===== src/rtl/lr_d_sequencer_pkg.sv =====
// ---------------------------------------------------------------------------
// lr_d_sequencer_pkg
//   Shared definitions for the leaky-ReLU-derivative row sequencer.
//   - LR_D_DATA_W : fixed-point data width used by the lanes (Q-format 16 bit)
//   - lr_d_state_t: sequencer FSM state, also exported on the debug port
// ---------------------------------------------------------------------------
package lr_d_sequencer_pkg;

    localparam int LR_D_DATA_W = 16;

    typedef enum logic [1:0] {
        ST_IDLE  = 2'd0,
        ST_RUN   = 2'd1,
        ST_DRAIN = 2'd2,
        ST_DONE  = 2'd3
    } lr_d_state_t;

endpackage


===== src/rtl/lr_d_sequencer_skew.sv =====
// ---------------------------------------------------------------------------
// lr_d_skew_shift
//   Registered shift chain that staggers the lane-0 valid across the lanes.
//   o_valid[0] is i_valid itself; o_valid[i] is i_valid delayed by i cycles.
//   The chain always shifts, independent of any stall, so rows already in
//   flight keep walking towards the last lane.
//
// Ports
//   clk      : clock, rising edge
//   rst      : asynchronous active-high reset, clears the whole chain
//   i_valid  : lane-0 valid
//   o_valid  : per-lane valid, LANES bits
// ---------------------------------------------------------------------------
module lr_d_skew_shift #(
    parameter int LANES = 4
) (
    input  logic             clk,
    input  logic             rst,
    input  logic             i_valid,
    output logic [LANES-1:0] o_valid
);

    generate
        if (LANES == 1) begin : g_single
            assign o_valid = i_valid;
        end else begin : g_chain
            logic [LANES-2:0] r_chain;

            always_ff @(posedge clk or posedge rst) begin
                if (rst) begin
                    r_chain <= '0;
                end else begin
                    r_chain[0] <= i_valid;
                    for (int k = 1; k < LANES - 1; k++) begin
                        r_chain[k] <= r_chain[k-1];
                    end
                end
            end

            assign o_valid = {r_chain, i_valid};
        end
    endgenerate

endmodule


===== src/rtl/lr_d_sequencer.sv =====
// ---------------------------------------------------------------------------
// lr_d_sequencer
//   Issues one H-cache row per cycle to a bank of leaky_relu_derivative lanes.
//   A job is started from IDLE; rows 0..num_rows-1 are read out in order, the
//   lane-0 valid is skewed across the lanes, and after the last row the FSM
//   waits LANES cycles (skew plus child output latency) before pulsing done.
//
// Handshake: lr_d_start is a single-cycle request honoured only in IDLE;
//   lr_d_stall is a level hold that suppresses row issue in RUN for every
//   cycle it is high, the row is then issued on the first unstalled cycle.
//
// Ports
//   clk, rst              : clock (rising edge), async active-high reset
//   lr_d_start            : job start request
//   lr_d_num_rows         : rows in the job, captured on accepted start
//   lr_d_leak_factor_in   : leak factor, captured on accepted start
//   lr_d_stall            : downstream hold
//   lr_d_lane_valid       : per-lane valid, lane i delayed i cycles
//   lr_d_leak_factor_out  : latched leak factor broadcast to the lanes
//   lr_d_h_rd_en          : H-cache read enable
//   lr_d_h_rd_addr        : H-cache row address
//   lr_d_busy             : high from accepted start until done
//   lr_d_done             : one-cycle job complete pulse
//   lr_d_state_dbg        : current FSM state
// ---------------------------------------------------------------------------
module lr_d_sequencer
    import lr_d_sequencer_pkg::*;
#(
    parameter int LANES = 4,
    parameter int ROW_W = 8
) (
    input  logic                          clk,
    input  logic                          rst,
    input  logic                          lr_d_start,
    input  logic [ROW_W-1:0]              lr_d_num_rows,
    input  logic signed [LR_D_DATA_W-1:0] lr_d_leak_factor_in,
    input  logic                          lr_d_stall,
    output logic [LANES-1:0]              lr_d_lane_valid,
    output logic signed [LR_D_DATA_W-1:0] lr_d_leak_factor_out,
    output logic                          lr_d_h_rd_en,
    output logic [ROW_W-1:0]              lr_d_h_rd_addr,
    output logic                          lr_d_busy,
    output logic                          lr_d_done,
    output lr_d_state_t                   lr_d_state_dbg
);

    // Wide enough to hold LANES-1 for any LANES >= 1.
    localparam int DRAIN_W = (LANES > 1) ? $clog2(LANES) : 1;
    localparam logic [DRAIN_W-1:0] DRAIN_LAST = DRAIN_W'(LANES - 1);

    lr_d_state_t                   r_state;
    lr_d_state_t                   w_state_nxt;
    logic [ROW_W-1:0]              r_num_rows;
    logic [ROW_W-1:0]              r_row_cnt;
    logic signed [LR_D_DATA_W-1:0] r_leak;
    logic [DRAIN_W-1:0]            r_drain_cnt;

    logic                          w_accept;
    logic                          w_issue;
    logic [ROW_W-1:0]              w_last_row;

    // Only used while in RUN, where r_num_rows is known to be non-zero.
    assign w_last_row = r_num_rows - ROW_W'(1);

    // ------------------------------------------------------------------
    // FSM next state and per-cycle strobes
    // ------------------------------------------------------------------
    always_comb begin
        w_state_nxt = r_state;
        w_accept    = 1'b0;
        w_issue     = 1'b0;
        case (r_state)
            ST_IDLE: begin
                if (lr_d_start) begin
                    w_accept    = 1'b1;
                    w_state_nxt = (lr_d_num_rows == '0) ? ST_DONE : ST_RUN;
                end
            end
            ST_RUN: begin
                if (!lr_d_stall) begin
                    w_issue = 1'b1;
                    if (r_row_cnt == w_last_row) begin
                        w_state_nxt = ST_DRAIN;
                    end
                end
            end
            ST_DRAIN: begin
                if (r_drain_cnt == DRAIN_LAST) begin
                    w_state_nxt = ST_DONE;
                end
            end
            ST_DONE: begin
                w_state_nxt = ST_IDLE;
            end
            default: begin
                w_state_nxt = ST_IDLE;
            end
        endcase
    end

    always_ff @(posedge clk or posedge rst) begin
        if (rst) begin
            r_state <= ST_IDLE;
        end else begin
            r_state <= w_state_nxt;
        end
    end

    // ------------------------------------------------------------------
    // Job registers and row counter. The counter steps past the last row
    // index (to num_rows), which never exceeds 2^ROW_W-1, so it cannot wrap.
    // ------------------------------------------------------------------
    always_ff @(posedge clk or posedge rst) begin
        if (rst) begin
            r_num_rows <= '0;
            r_row_cnt  <= '0;
            r_leak     <= '0;
        end else if (w_accept) begin
            r_num_rows <= lr_d_num_rows;
            r_row_cnt  <= '0;
            r_leak     <= lr_d_leak_factor_in;
        end else if (w_issue) begin
            r_row_cnt  <= r_row_cnt + ROW_W'(1);
        end
    end

    // Counts cycles spent in DRAIN; held at zero everywhere else.
    always_ff @(posedge clk or posedge rst) begin
        if (rst) begin
            r_drain_cnt <= '0;
        end else if (r_state == ST_DRAIN) begin
            r_drain_cnt <= r_drain_cnt + DRAIN_W'(1);
        end else begin
            r_drain_cnt <= '0;
        end
    end

    // ------------------------------------------------------------------
    // Lane skew
    // ------------------------------------------------------------------
    lr_d_skew_shift #(
        .LANES (LANES)
    ) u_skew (
        .clk     (clk),
        .rst     (rst),
        .i_valid (w_issue),
        .o_valid (lr_d_lane_valid)
    );

    // ------------------------------------------------------------------
    // Outputs
    // ------------------------------------------------------------------
    assign lr_d_h_rd_en         = w_issue;
    assign lr_d_h_rd_addr       = r_row_cnt;
    assign lr_d_leak_factor_out = r_leak;
    assign lr_d_busy            = (r_state != ST_IDLE);
    assign lr_d_done            = (r_state == ST_DONE);
    assign lr_d_state_dbg       = r_state;

endmodule


===== config.mk =====
export PLATFORM = sky130hd
export DESIGN_NAME = lr_d_sequencer
export DESIGN_NICKNAME = d
export VERILOG_FILES = /design/src/rtl/lr_d_sequencer_pkg.sv /design/src/rtl/lr_d_sequencer_skew.sv /design/src/rtl/lr_d_sequencer.sv
export SDC_FILE = /design/constraint.sdc
export NUM_CORES = 1
export LEC_CHECK = 0
export CAP_MARGIN = 30
export CORE_MARGIN = 2
export CORE_UTILIZATION = 49
export CTS_CLUSTER_DIAMETER = 50
export DETAILED_ROUTE_END_ITERATION = 12
export PLACE_DENSITY = 0.83
export SETUP_SLACK_MARGIN = 0.2
export SLEW_MARGIN = 10
export SYNTH_ARGS = -nofsm -noshare
export SYNTH_HDL_FRONTEND = slang
export SYNTH_SLANG_ARGS = --single-unit

===== constraint.sdc =====
create_clock -name clk -period 4.2 [get_ports clk]
set_input_delay 0.63 -clock clk [delete_from_list [all_inputs] [get_ports clk]]
set_output_delay 0.63 -clock clk [all_outputs]
set_load 0.05 [all_outputs]

==> run_results.csv, run 1 <==
group,metric,value,unit
outcome,status,"finished, final reports clean",
pwr,power_density,822,nW/µm²
grt,grt_max_degree,23,
worst_setup_path,worstPathRequired,3.57,ns
worst_setup_path,critPathArrivalTime,2.52,ns
floorplanning,die_w,66.2,µm
sta,worst_pin_slew,0.703,ns
floorplanning,die_y,66.2,µm
clock_tree,cts_tree,"yes",
placed_design,dp_hpwl,3.02,mm
pwr,p_leak,1.28,nW
detailed_routing,drcViolationCount,0,
yosys,syn_nets,236,
floorplanning,rows,22,
layout,nNetsFinal,298,
detailed_routing,wl_per_cell,12.9,µm
sta,timing.setup.tns,0,ns
grt,grtUsageMet3,5.45,%
clock_tree,cts_resized,0,
sta,slew_headroom,53.0,%
detailed_routing,routed_via_density,4.94,
floorplanning,die_area,4380,µm²
clock_tree,ctsHoldBuffers,0,
yosys,synthMostInstantiatedCell,"nand2_1",
yosys,async_flop_share,100,%
detailed_routing,ant_nets,0,
grt,grtUsageTotal,20.5,%
clock_tree,numCtsBuffers,5,
worst_setup_path,crit_type,"in2out",
yosys,synth_edf_count,0,
yosys,synth.distinct_cells,29,
detailed_routing,first_pass_iters,4,
grt,antenna_found_initial,0,
yosys,seq_area_frac_synth,51.5,%
sta,finalHoldViolCount,0,
worst_hold_path,worstHoldPathType,"reg2reg",
detailed_routing,wirelength,4.00,mm
layout,diodes,0,
sta,max_freq,317,MHz
yosys,synth.cells.most_frequent,"69 x nand2_1, 39 x dfrtp_1, 12 x nor2_1",
job,maxCapViolCount,0,
yosys,synth_top_area_share,51.5,%
detailed_routing,drtIter0Drc,53,
sta,rsz0062_at_grt,"false",
yosys,netlist_instances,200,
sta,drv_slew,0,
grt,grtUsageMet1,26.7,%
grt,grt_pass1_vias,1532,
yosys,synthTopCellsByArea,"dfrtp_1 52%, nand2_1 14%, ha_1 5.3%",
floorplanning,io-pin-count,61,
clock_tree,clockRootBuffer,"clkbuf_8",
layout,final_core_util,73.4,%
yosys,syn_area,1890,µm²
placed_design,gp_congestion,0.761,
clock_tree,post-cts-setup-buffers,0,
yosys,syn-mean-instance-area,9.47,µm²
grt,grt.overflow.total,0,
floorplanning,initial_utilization,51.4,%
floorplanning,core,3690,µm²
layout,area_growth,42.9,%
clock_tree,insertion_delay,0.29,ns
clock_tree,cts.clk_slew.worst_paths,0.08,ns
clock_tree,h-tree-depth,2,
pwr,peakVddDrop,0.460,mV
clock_tree,clock_sink_count,39,
sta,fin_skew,0.00384,ns
sta,post-route-min-period,3.15,ns
layout,drive_above_1_share,6.84,%
sta,finalSetupViolations,0,
yosys,synth_seq_cells,39,
worst_setup_path,crit_path_end_kind,"primary output",
worst_setup_path,path_max_fanout,9,
yosys,ys.flop_type,"dfrtp_1",
yosys,yosys_warnings,0,
detailed_routing,vias,1536,
grt,grt_first_pass_wirelength,6.81,mm
grt,grt-busiest-layer,"met2",
worst_setup_path,startpoint_type,"primary input",
sta,fin_crit_sh,75.0,%
yosys,yosysTopAreaCell,"dfrtp_1",
placed_design,port_buffers,60,
clock_tree,cts_buffer_depth,2,
grt,grt_util_met2,32.8,%
==> registers in the layout (all words and copies together), names as in the netlist <==
name and count:
lr_d_h_rd_addr 8, lr_d_leak_factor_out 16, lr_d_state_dbg 2, r_drain_cnt 2
r_num_rows 8, u_skew.g_chain.r_chain 3
==> power by group <==
part | leakage [nW] | switching (mW) | internal [mW]
Combinational | 0.711 | 0.773 | 0.442
Sequential | 0.500 | 0.119 | 0.520
Clock | 0.0644 | 0.134 | 0.237
==> routing by layer <==
metal / share of wire [%] / wire length (µm) / up-vias
met5: 0 / 0 / -
met4: 1.6 / 65 / 0
met3: 5.4 / 215 / 10
met2: 48 / 1910 / 41
met1: 45 / 1810 / 722
li1: - / - / 763
==> worst max-delay path, cell delays in order <==
cell and delay [ns]:
clkdlybuf4s50_1 0.42, nor2b_1 0.54, clkdlybuf4s50_1 0.93
==> worst paths after layout <==
kind                                                     start                                  end  slack [ns]  cells after the start
min                        u_skew.g_chain.r_chain[1]$_DFF_PP0_  u_skew.g_chain.r_chain[2]$_DFF_PP0_        0.38                      0
min in group asynchronous                                  rst  lr_d_leak_factor_out[4]$_DFFE_PP0P_        0.67                      2
max reg2reg                      lr_d_state_dbg[1]$_DFFE_PP0P_        lr_d_h_rd_addr[7]$_DFFE_PP0P_        2.11                      7
max                                                 lr_d_stall                         lr_d_h_rd_en        1.05                      3
min reg2reg                u_skew.g_chain.r_chain[1]$_DFF_PP0_  u_skew.g_chain.r_chain[2]$_DFF_PP0_        0.38                      0
max in group asynchronous                                  rst        lr_d_h_rd_addr[3]$_DFFE_PP0P_        2.83                      4
==> kinds of logic after synthesis <==
kind of cell,synth area share [%]
adders and majority gates,5.28
xor gates and xnor gates,7.40
buffers and inverters,3.43
AOI/OAI and AO/OA,3.43
muxes,2.64
DFF,51.5
and+or+nand+nor,26.3
==> cell usage in the layout, fill, tap and decap left out, drive strengths merged <==
master,n
clkbuf,5
xnor2,7
nand2b,4
nor3,1
buf,3
and3,1
nand3,6
ha,8
o21ai,3
o31ai,1
a31oi,1
nand4,4
o211ai,3
a2bb2oi,1
xor2,9
dfrtp,39
nor2,12
bufinv,2
mux2i,5
clkinvlp,1
clkdlybuf4s50,60
nand2,69
inv,8
and2,3
and4,1
nor4,3
nor2b,3
==> final cells by class <==
class / instances / area, µm²
Clock buffer: 5 / 68.8
Clock inverter: 3 / 67.6
Fill cell: 264 / 982
Inverter: 8 / 30.0
Multi-Input combinational cell: 145 / 853
Sequential cell: 39 / 976
Tap cell: 48 / 60.1
Timing Repair Buffer: 63 / 651
==> metrics by stage <==
stage               setup slack, ns  area (µm²)  power [mW]  hold WS, ns  instances
detailed placement             1.06        2570        1.86        0.363        303
finish                         1.05        2710        2.22        0.380        311
global route                  0.944        2710        2.35        0.394        311
CTS                            1.05        2710        2.24        0.383        311
floorplan                      1.93        1890        1.50        0.409        200
global placement               1.07        2530        1.82        0.359        301
(Power assumes the default switching activity.)
==> run 2: changes to the inputs <==
Settings changed: CORE_UTILIZATION 49 to 41, PLACE_DENSITY 0.83 to 0.74.
Clock period 4.2 ns to 2.8 ns, I/O delays scaled along.
==> run 2 against run 1 <==
  * Clock skew fell by 0.00095 ns
  * Largest cell class unchanged
  * Sequential power rose by 49%
  * Via count fell by 2.3%
  * Die area rose by 18%
  * Critical path type is now reg2out
  * Largest power group unchanged
  * Critical path depth rose by 1
  * Total power rose by 40%
  * Flip-flop and latch count did not move
  * Clock-buffer cell count rose by 2
  * First-iteration DRC count rose by 49%
  * Worst setup slack got worse by 0.55 ns
==> run_results.csv, run 2 (synthesis gave the netlist of run 1 again) <==
group,metric,value,unit
layout,final_common_cell,"nand2_1",
grt,grt.overflow.total,0,
clock_tree,cts_resized,0,
sta,worst_pin_slew,0.682,ns
layout,mostFrequentLayoutCells,"69 x nand2_1, 58 x clkdlybuf4s50_1, 39 x dfrtp_1",
sta,post-route-min-period,2.30,ns
layout,nNetsFinal,298,
pwr,p_clk_share,11.5,%
sta,finalHoldViolCount,0,
layout,largest_register_ffs,16,
detailed_routing,wl_per_cell,12.3,µm
grt,grt_first_pass_wirelength,6.35,mm
worst_setup_path,crit_path_top_delay_cell,"clkdlybuf4s50_1",
worst_setup_path,path_max_fanout,4,
grt,grt_max_degree,40,
clock_tree,insertion_delay,0.29,ns
sta,timing.setup.tns,0,ns
worst_setup_path,cp_top_family,"buffers and inverters",
sta,drv_slew,0,
layout,area_growth,38.5,%
detailed_routing,drtIter0Drc,79,
detailed_routing,routed_via_density,4.77,
clock_tree,cts_tree,"yes",
pwr,power_density,1180,nW/µm²
clock_tree,cts_buffer_depth,2,
floorplanning,die_y,72.0,µm
sta,finalSetupViolations,0,
placed_design,gp_congestion,0.850,
detailed_routing,vias,1501,
clock_tree,numCtsBuffers,5,
floorplanning,initial_utilization,42.9,%
clock_tree,cts.clk_slew.worst_paths,0.07,ns
detailed_routing,wirelength,3.88,mm
worst_setup_path,critPathBufInv,3,
pwr,sw_frac_of_total,48.2,%
layout,final_core_util,59.4,%
pwr,power_frac_comb,57.8,%
grt,grtUsageTotal,16.2,%
grt,grt_pass1_vias,1387,
detailed_routing,ant_nets,0,
clock_tree,clock_sink_count,39,
detailed_routing,first_pass_iters,4,
sta,max_freq,434,MHz
layout,diodes,0,
layout,finalNonFillerCells,315,
clock_tree,ctsHoldBuffers,0,
worst_setup_path,worstPathRequired,2.38,ns
clock_tree,clockRootBuffer,"clkbuf_8",
clock_tree,post-cts-setup-buffers,0,
placed_design,dp_hpwl,2.88,mm
worst_setup_path,crit_type,"reg2out",
sta,rsz0062_at_grt,"false",
floorplanning,die_area,5180,µm²
floorplanning,core,4410,µm²
worst_hold_path,worstHoldPathType,"reg2reg",
placed_design,port_buffers,60,
floorplanning,rows,24,
worst_setup_path,cpPeakStageDelay,0.79,ns
detailed_routing,drcViolationCount,0,
placed_design,dpl.cell_count,307,
sta,fin_crit_sh,82.2,%
worst_setup_path,crit_path_end_kind,"primary output",
pwr,power_frac_seq,30.7,%
outcome,status,"finished, final reports clean",
pwr,p_sw,1.50,mW
sta,fin_skew,0.00290,ns
worst_setup_path,crit_chain,"inv_1 -> ha_1 -> inv_2 -> clkdlybuf4s50_1",
pwr,p_leak,1.25,nW
clock_tree,h-tree-depth,2,
sta,holdWs,0.376,ns
pwr,p_int,1.61,mW
worst_setup_path,critPathArrivalTime,1.88,ns
floorplanning,die_w,72.0,µm
worst_setup_path,startpoint_type,"register",
job,maxCapViolCount,0,
layout,drive_above_1_share,6.84,%
pwr,peakVddDrop,0.691,mV
grt,antenna_found_initial,0,
sta,slew_headroom,54.4,%
floorplanning,io-pin-count,61,
[run 2: cell count changes in the layout (fill, tap and decap cells not counted), sizes merged]
cell / change
bufinv: -2
buf: +2
clkbuf: +2
clkinvlp: -1
clkdlybuf4s50: -2
clkinv: +1
[run 2: through the flow]
step,power [mW],instance area [µm²],setup WS [ns]
after CTS,3.15,2620,0.466
after floorplan,2.24,1890,0.580
after global routing,3.32,2620,0.395
after detailed placement,2.78,2540,0.792
after global placement,2.75,2540,0.828
final,3.11,2620,0.497
[run 2: power by group through the flow]
| stage | Combinational (mW) | Sequential, mW | Clock (mW) |
|---|---|---|---|
| 2_1_floorplan | 0.776 | 1.47 | 0 |
| 5_1_grt | 1.93 | 0.992 | 0.405 |
| 6_report | 1.80 | 0.955 | 0.358 |
| 3_3_place_gp | 1.78 | 0.963 | 0 |
| 3_5_place_dp | 1.81 | 0.965 | 0 |
| 4_1_cts | 1.81 | 0.959 | 0.375 |
[run 2: worst reg2reg max path, delay by kind of cell, from the launching register on]
family | cells | cell delay [ns]
AOI/OAI and AO/OA | 2 | 0.50
DFF | 1 | 0.39
and+or+nand+nor | 2 | 0.27
adders and majority gates | 1 | 0.25
buffers and inverters | 2 | 0.17
muxes | 1 | 0.13
[run 2: cell type report]
cell class	instances	area (µm²)
fill	404	1790
sequential	39	976
multi-input combinational	145	853
timing repair buffer	63	618
clock buffer	7	76.3
tap	52	65.1
inverter	8	30.0
clock inverter	1	5.00
[run 2: routing by layer]
layer  share of wire (%)  routed length (µm)  global-route usage, %  vias up
met5                   0                   0                      0        -
met3                 6.1                 238                   4.58        8
met1                  42                1640                   19.6      687
li1                    -                   -                      -      766
met2                  49                1910                   26.5       40
met4                 2.4                  92                   8.18        0
[run 2: final timing paths]
path	startpoint	to	slack, ns	cells after the start
max	lr_d_state_dbg[0]$_DFFE_PP0P_	lr_d_busy	0.50	4
min	u_skew.g_chain.r_chain[0]$_DFF_PP0_	u_skew.g_chain.r_chain[1]$_DFF_PP0_	0.38	0
max reg2reg	lr_d_state_dbg[0]$_DFFE_PP0P_	lr_d_state_dbg[1]$_DFFE_PP0P_	0.98	8
min reg2reg	u_skew.g_chain.r_chain[0]$_DFF_PP0_	u_skew.g_chain.r_chain[1]$_DFF_PP0_	0.38	0
max in group asynchronous	rst	r_num_rows[0]$_DFFE_PP0P_	1.92	3
min in group asynchronous	rst	lr_d_leak_factor_out[1]$_DFFE_PP0P_	0.54	3
==> run 3: changes to the inputs <==
Clock period 2.8 ns to 1.9 ns, I/O delays scaled along.
==> run 3 against run 2 <==
  * Worst setup slack got worse by 0.26 ns
  * Wire length rose by 4.7%
  * Die area did not move
  * Sequential share of layout area fell by 2.1 points
  * Register-to-register slack got worse by 0.73 ns
==> run_results.csv, run 3 (synthesis gave the netlist of run 1 again) <==
group,metric,value,unit
outcome,status,"finished, final reports clean",
layout,ff_latch_area,980,µm²
worst_setup_path,critPathArrivalTime,1.38,ns
detailed_routing,vias,1555,
sta,finalSetupViolations,0,
detailed_routing,drcViolationCount,0,
worst_setup_path,startpoint_type,"register",
grt,grt_first_pass_wirelength,6.97,mm
floorplanning,rows,24,
sta,setup_ws,0.234,ns
grt,grt.overflow.total,0,
layout,largest_register_ffs,16,
layout,diodes,0,
floorplanning,die_area,5180,µm²
sta,worst_pin_slew,0.503,ns
placed_design,place_area,2650,µm²
sta,fin_crit_sh,87.7,%
clock_tree,insertion_delay,0.29,ns
clock_tree,cts.clk_slew.worst_paths,0.07,ns
detailed_routing,wl_met1,1.95,mm
placed_design,dp_slack,0.187,ns
layout,drive_above_1_share,17.8,%
worst_setup_path,path_max_fanout,3,
sta,holdWs,0.307,ns
sta,fin_skew,0.00730,ns
clock_tree,clock_sink_count,39,
layout,nNetsFinal,305,
sta,drv_slew,0,
grt,grt_pass1_vias,1549,
layout,nFillCells,372,
sta,rsz0062_at_grt,"true",
floorplanning,core,4410,µm²
layout,final_cell_area,2790,µm²
grt,grtUsageTotal,17.4,%
sta,max_freq,600,MHz
detailed_routing,dr_wl_met2,1.85,mm
placed_design,port_buffers,60,
clock_tree,h-tree-depth,2,
sta,timing.setup.tns,0,ns
pwr,peakVddDrop,0.843,mV
worst_setup_path,worstPathRequired,1.62,ns
clock_tree,clockRootBuffer,"clkbuf_8",
pwr,power,4.86,mW
detailed_routing,routed_via_density,4.83,
job,maxCapViolCount,0,
worst_setup_path,crit_type,"reg2out",
detailed_routing,wl_met3,197,µm
detailed_routing,wl_per_cell,12.6,µm
clock_tree,cts_tree,"yes",
floorplanning,initial_utilization,42.9,%
floorplanning,die_y,72.0,µm
worst_setup_path,crit_path_end_kind,"primary output",
pwr,sw_frac_of_total,47.7,%
pwr,power_frac_seq,29.4,%
detailed_routing,first_pass_iters,4,
clock_tree,ctsHoldBuffers,0,
placed_design,dp_hpwl,2.92,mm
layout,area_growth,47.2,%
pwr,power_frac_comb,58.2,%
worst_hold_path,worstHoldPathType,"in2async",
pwr,p_sw,2.32,mW
placed_design,gp_congestion,0.798,
grt,antenna_found_initial,0,
detailed_routing,top_layer,"met4",
pwr,power_density,1750,nW/µm²
sta,slew_headroom,66.6,%
layout,final_common_cell,"nand2_1",
floorplanning,io-pin-count,61,
clock_tree,numCtsBuffers,5,
sta,finalHoldViolCount,0,
pwr,p_leak,1.39,nW
pwr,p_int,2.54,mW
floorplanning,die_w,72.0,µm
layout,mostFrequentLayoutCells,"69 x nand2_1, 36 x dfrtp_1, 27 x clkdlybuf4s50_1",
detailed_routing,ant_nets,0,
pwr,p_clk_share,12.4,%
detailed_routing,wirelength,4.07,mm
grt,grt_max_degree,36,
detailed_routing,drtIter0Drc,63,
sta,post-route-min-period,1.67,ns
layout,multi_input_area,923,µm²
clock_tree,cts_buffer_depth,2,
## run 3: changes by cell type in the layout (fill, tap and decap cells not counted), sizes merged
cell	change
buf	+15
clkbuf	+1
clkdlybuf4s50	-31
clkinv	-1
dlygate4sd2	+23
## run 3: area by class of cell
| type | instances | share of cell area, % |
|---|---|---|
| inverter | 8 | 1.44 |
| tap | 52 | 2.33 |
| multi-input combinational | 145 | 33.1 |
| sequential | 39 | 35.1 |
| timing repair buffer | 70 | 24.4 |
| clock buffer | 8 | 3.59 |
## run 3: path summary, 6_finish.rpt
kind / slack, ns / from / cells past startpoint / endpoint
setup / recovery: 0.23 / lr_d_state_dbg[0]$_DFFE_PP0P_ / 5 / lr_d_h_rd_en
hold / removal: 0.31 / rst / 3 / lr_d_leak_factor_out[3]$_DFFE_PP0P_
setup reg to reg: 0.25 / r_num_rows[0]$_DFFE_PP0P_ / 8 / lr_d_state_dbg[0]$_DFFE_PP0P_
hold reg to reg: 0.37 / u_skew.g_chain.r_chain[1]$_DFF_PP0_ / 0 / u_skew.g_chain.r_chain[2]$_DFF_PP0_
max in group asynchronous: 1.22 / rst / 3 / r_num_rows[0]$_DFFE_PP0P_
min in group clk: 0.37 / u_skew.g_chain.r_chain[1]$_DFF_PP0_ / 0 / u_skew.g_chain.r_chain[2]$_DFF_PP0_
## run 3: per-stage QoR
stage | utilization [%] | cells
global placement | 60.1 | 309
CTS | 62.0 | 318
finish | 63.2 | 322
floorplan | - | 200
global route | 63.2 | 322
detailed placement | 60.1 | 309
## run 3: power groups by stage
stage	registers (mW)	clock network [mW]	logic, mW
5_1_grt	1.48	0.649	3.08
6_report	1.43	0.602	2.83
3_3_place_gp	1.44	0	2.82
4_1_cts	1.43	0.623	2.74
2_1_floorplan	2.18	0	1.25
3_5_place_dp	1.45	0	2.84
## run 3: critical path, cell delays in order (launching register included)
cell	delay (ns)
dfrtp_2	0.42
buf_6	0.13
ha_4	0.15
nor2b_4	0.12
buf_6	0.13
buf_12	0.14
## run 3: timing repair
item	in CTS	in global routing
endpoints found under the setup margin	27	4
pin swaps	0	6
buffers inserted	1	4
resized for setup	25	5
endpoints found under the hold margin	0	0
## run 3: layer usage
| metal | vias to the layer above | GRT usage, % |
|---|---|---|
| li1 | 780 | - |
| met5 | - | 0 |
| met4 | 0 | 5.66 |
| met2 | 37 | 27.1 |
| met1 | 733 | 23.7 |
| met3 | 5 | 5.00 |
